==> src/rtl/seqdet_pkg.sv <==
// rtl/seqdet_pkg.sv - shared types and constants for the pattern sequence detector family
package seqdet_pkg;

  // Serializer control state
  typedef enum logic {
    IDLE  = 1'b0,
    SHIFT = 1'b1
  } ser_state_t;

  localparam int DEFAULT_WORD_W = 16;

endpackage : seqdet_pkg

==> src/rtl/seq_serializer.sv <==
// rtl/seq_serializer.sv - double-buffered parallel-to-serial front end for the sequence detector
module seq_serializer
  import seqdet_pkg::*;
#(
  parameter int WIDTH     = DEFAULT_WORD_W,
  parameter int MSB_FIRST = 1,
  parameter int CNT_W     = 16
) (
  input  logic             clock_i,
  input  logic             areset_i,
  input  logic [WIDTH-1:0] data_i,
  input  logic             data_valid_i,
  output logic             data_ready_o,
  output logic             bit_o,
  output logic             bit_valid_o,
  input  logic             bit_ready_i,
  output logic             first_o,
  output logic             last_o,
  output logic             underrun_o,
  output logic [CNT_W-1:0] word_cnt_o
);

  localparam int CW = (WIDTH > 2) ? $clog2(WIDTH) : 1;
  localparam logic [CW-1:0] LAST_IDX = CW'(WIDTH - 1);
  localparam int OUT_IDX = (MSB_FIRST != 0) ? WIDTH - 1 : 0;

  ser_state_t       state_q, state_d;
  logic [WIDTH-1:0] sh_q, sh_d;
  logic [CW-1:0]    cnt_q, cnt_d;
  logic [WIDTH-1:0] hold_q, hold_d;
  logic             hold_v_q, hold_v_d;
  logic             underrun_q, underrun_d;
  logic [CNT_W-1:0] word_cnt_q, word_cnt_d;

  logic             accept;
  logic             consume;
  logic [WIDTH-1:0] sh_next;

  // Handshake qualifiers; ready depends only on the hold flag, so no input reaches an output
  always_comb begin
    accept  = data_valid_i & ~hold_v_q;
    consume = (state_q == SHIFT) & bit_ready_i;
    if (MSB_FIRST != 0) begin
      sh_next = {sh_q[WIDTH-2:0], 1'b0};
    end else begin
      sh_next = {1'b0, sh_q[WIDTH-1:1]};
    end
  end

  // Next-state: load, shift, refill from hold or bypass, and park new words in hold
  always_comb begin
    state_d    = state_q;
    sh_d       = sh_q;
    cnt_d      = cnt_q;
    hold_d     = hold_q;
    hold_v_d   = hold_v_q;
    underrun_d = 1'b0;
    word_cnt_d = word_cnt_q;

    case (state_q)
      IDLE: begin
        if (accept) begin
          sh_d    = data_i;
          cnt_d   = '0;
          state_d = SHIFT;
        end
      end
      SHIFT: begin
        if (consume && (cnt_q == LAST_IDX)) begin
          word_cnt_d = word_cnt_q + CNT_W'(1);
          if (hold_v_q) begin
            sh_d     = hold_q;
            hold_v_d = 1'b0;
            cnt_d    = '0;
          end else if (accept) begin
            // Zero-bubble bypass: the incoming word goes straight to the shifter
            sh_d  = data_i;
            cnt_d = '0;
          end else begin
            state_d    = IDLE;
            underrun_d = 1'b1;
          end
        end else begin
          if (consume) begin
            sh_d  = sh_next;
            cnt_d = cnt_q + CW'(1);
          end
          if (accept) begin
            hold_d   = data_i;
            hold_v_d = 1'b1;
          end
        end
      end
      default: begin
        state_d = IDLE;
      end
    endcase
  end

  // State registers with asynchronous reset discarding in-flight and held words
  always_ff @(posedge clock_i or posedge areset_i) begin
    if (areset_i) begin
      state_q    <= IDLE;
      sh_q       <= '0;
      cnt_q      <= '0;
      hold_q     <= '0;
      hold_v_q   <= 1'b0;
      underrun_q <= 1'b0;
      word_cnt_q <= '0;
    end else begin
      state_q    <= state_d;
      sh_q       <= sh_d;
      cnt_q      <= cnt_d;
      hold_q     <= hold_d;
      hold_v_q   <= hold_v_d;
      underrun_q <= underrun_d;
      word_cnt_q <= word_cnt_d;
    end
  end

  // Outputs decoded from registered state only; serial outputs are quiet while idle
  always_comb begin
    data_ready_o = ~hold_v_q;
    bit_valid_o  = (state_q == SHIFT);
    bit_o        = (state_q == SHIFT) & sh_q[OUT_IDX];
    first_o      = (state_q == SHIFT) & (cnt_q == '0);
    last_o       = (state_q == SHIFT) & (cnt_q == LAST_IDX);
    underrun_o   = underrun_q;
    word_cnt_o   = word_cnt_q;
  end

endmodule : seq_serializer

==> config.mk <==
export PLATFORM = sky130hd
export DESIGN_NAME = seq_serializer
export DESIGN_NICKNAME = d
export VERILOG_FILES = /design/src/rtl/seqdet_pkg.sv /design/src/rtl/seq_serializer.sv
export SDC_FILE = /design/constraint.sdc
export NUM_CORES = 1
export LEC_CHECK = 0
export ABC_CLOCK_PERIOD_IN_PS = 2400
export CAP_MARGIN = 20
export CORE_MARGIN = 5
export CORE_UTILIZATION = 53
export DETAILED_ROUTE_END_ITERATION = 10
export PLACE_DENSITY = 0.9
export SLEW_MARGIN = 10
export SYNTH_ARGS = -nofsm -noshare
export SYNTH_HDL_FRONTEND = slang
export SYNTH_SLANG_ARGS = --single-unit
==> constraint.sdc <==
create_clock -name clock_i -period 2.4 [get_ports clock_i]
set_input_delay 0.36 -clock clock_i [delete_from_list [all_inputs] [get_ports clock_i]]
set_output_delay 0.36 -clock clock_i [all_outputs]
set_load 0.1 [all_outputs]
==> flow_summary.ini <==
[pwr]
vdd_drop_max_v = 0.0002249
powerDensity_nw_per_um2 = 483.5
leakage_uw = 0.001452
total_power_uw = 1507

[logic_synthesis]
yosysSeqAreaShare = 0.5319
syn-num-nets = 245
synthFlopType = dfrtp_1
netlist_area_um2 = 2587
yosysUniqueCellTypes = 36
yosys-top-cells-area = dfrtp_1, a221o_1, mux2_4
yosysTopAreaCell = dfrtp_1
synth_edf_count = 0
synth_top_area_frac = 0.5319
avgSynthCellArea_um2 = 11.66
yosysWarnings = 0
synthArstFlopShare = 1.000
syn_inst = 222
synth-seq-cells = 55

[grt]
overflow = 0
grt_first_pass_wirelength_mm = 8.976
grt_use_total = 0.1789
first_global_vias = 1957
grt_max_degree = 56
grt_antenna_before_repair = 0

[status]
status = completed

[worst_setup_path]
arrival_ns = 1.84
cp-start-kind = register
worstPathMaxFanout = 17
cp_data_required_time_ns = 2.04
cp-end-kind = output port
worstSetupPathType = reg -> out

[routing]
initialDrtViolationCount = 130
top_layer = met4
first_pass_iters = 4
wl_per_cell_um = 15.82
drc = 0
wirelength_met1_mm = 2.318
final_antenna_net_count = 0
drt-vias-per-instance = 5.642
met3_length_um = 246
vias = 1873
met2_length_mm = 2.624
drt_wl_total_mm = 5.253

[finish]
antennaDiodeCount = 0
fin_util = 0.6601
areaGrowthSynthToFinish_pct = 20.50
finalNetCount = 287
fill_cells = 349
drive_gt1_frac = 0.2415

[floorplan]
die_w_um = 79.87
initial_core_util = 0.5478
num_rows = 25
core_area_um2 = 4723
io_pins = 42
die_h_um = 79.87
die-area_um2 = 6379

[cts]
cts_tree = built
hold_buffers = 0
cts_buffers = 5
cts-root-buf = clkbuf_8
clkSlewWorstSetupHoldPaths_ns = 0.10
cts_num_sinks = 55
htreeDepth = 2
cts_setup_buffers = 0
ctsResizeCount = 0
clk_latency_ns = 0.31
cts_buffer_depth = 2

[sta]
skew_ns = 0.009749
report.final.setup_viol = 0
fin_tns_setup_ns = 0
slew_headroom = 0.4998
finalMaxSlewViolations = 0
period_share = 0.9156
period_needed_ns = 2.197
hold_viol = 0
max_freq_mhz = 455.1
rsz0062_at_grt = no
tightest_slew_ns = 0.7504

[placed_design]
place_congestion = 0.7908
portBuffers = 41
place_hpwl_mm = 3.580

[hold_path]
min_path_type = reg -> reg

[job]
maxCapViolations = 0
## cell usage after synthesis, types with 2 or more instances
library cell / count
nand2_1: 27
inv_1: 4
dfrtp_1: 55
buf_1: 2
mux2_2: 8
buf_6: 2
a21oi_1: 15
xor2_1: 4
clkbuf_1: 3
o21ai_0: 2
nand3_1: 23
mux2_4: 9
o21ai_1: 4
nand4_1: 4
xnor2_1: 11
buf_2: 3
and2_1: 4
a221o_1: 16
and3_1: 4
nor2_1: 4
ha_1: 3
## per-stage QoR
step	hold WS, ns	instance area (um2)	setup slack, ns	instances
CTS	0.5008	3118	0.1966	332
global route	0.5187	3118	0.09238	332
global placement	0.4733	3024	0.3462	324
detailed placement	0.4840	3024	0.2924	324
floorplan	0.4328	2599	0.05178	222
finish	0.4938	3118	0.2027	332
## state kept, by name (all words and copies together) (netlist names)
register	flops
bit_valid_o	1
word_cnt_o	16
underrun_o	1
cnt_q	4
hold_q	16
sh_q	16
hold_v_q	1
## layout by cell type (no fill, tap or decap), types with 3 or more instances in the layout
cell type        instances
nand3_1                 23
and2_1                   4
mux2_2                   8
buf_4                   26
xor2_1                   4
nand2_1                 27
inv_1                    3
xnor2_1                 11
dfrtp_1                 55
a221o_1                 16
clkbuf_8                 5
a21oi_1                 15
nand4_1                  4
o21ai_1                  4
clkdlybuf4s50_1         19
ha_1                     3
and3_1                   4
mux2_4                   9
nor2_1                   4
## worst max-delay path: stages (launching register included)
cell     delay (ns)
dfrtp_1        0.39
ha_1           0.24
and3_1         0.25
buf_4          0.26
and2_1         0.21
buf_12         0.18
## logic make-up (layout without fill, tap and decap cells)
kind of cell	count (synthesis)	after routing	share of synthesized area
XOR/XNOR	15	15	0.05077
adder cells (fa/ha/maj)	3	3	0.01451
AO/OA/AOI/OAI	40	40	0.1228
buffers and inverters	16	59	0.03191
flip-flops	55	55	0.5319
multiplexers	17	17	0.08704
AND/OR/NAND/NOR	76	76	0.1610
## path summary, 6_finish.rpt
check	slack, ns	cells past startpoint	to	start
max reg2reg	0.33	5	cnt_q[3]	cnt_q[1]
max in group asynchronous	1.41	3	hold_q[1]	areset_i
max	0.20	5	last_o	cnt_q[1]
min reg2reg	0.49	1	word_cnt_o[15]	word_cnt_o[15]
min in group asynchronous	0.54	3	word_cnt_o[12]	areset_i
min	0.49	1	word_cnt_o[15]	word_cnt_o[15]
## final cells by class
cell class / count / area, um2 / share of cell area
Clock buffer: 5 / 68.82 / 0.02207
Clock inverter: 3 / 25.02 / 0.008026
Inverter: 5 / 18.77 / 0.006019
Multi-Input combinational cell: 151 / 1140 / 0.3656
Sequential cell: 55 / 1376 / 0.4414
Tap cell: 67 / 83.83 / 0.02689
Timing Repair Buffer: 46 / 405.4 / 0.1300
## where the power goes
part           internal, uW  switching [uW]
Combinational          31.7            31.9
Sequential              928            1.54
Clock                   209             306
Total                  1170             339
## layer usage
layer / vias to the layer above / track usage
li1: 881 / -
met3: 7 / 0.03725
met4: 0 / 0.07095
met2: 55 / 0.2947
met5: - / 0
met1: 930 / 0.2306
(Power assumes the default switching activity.)
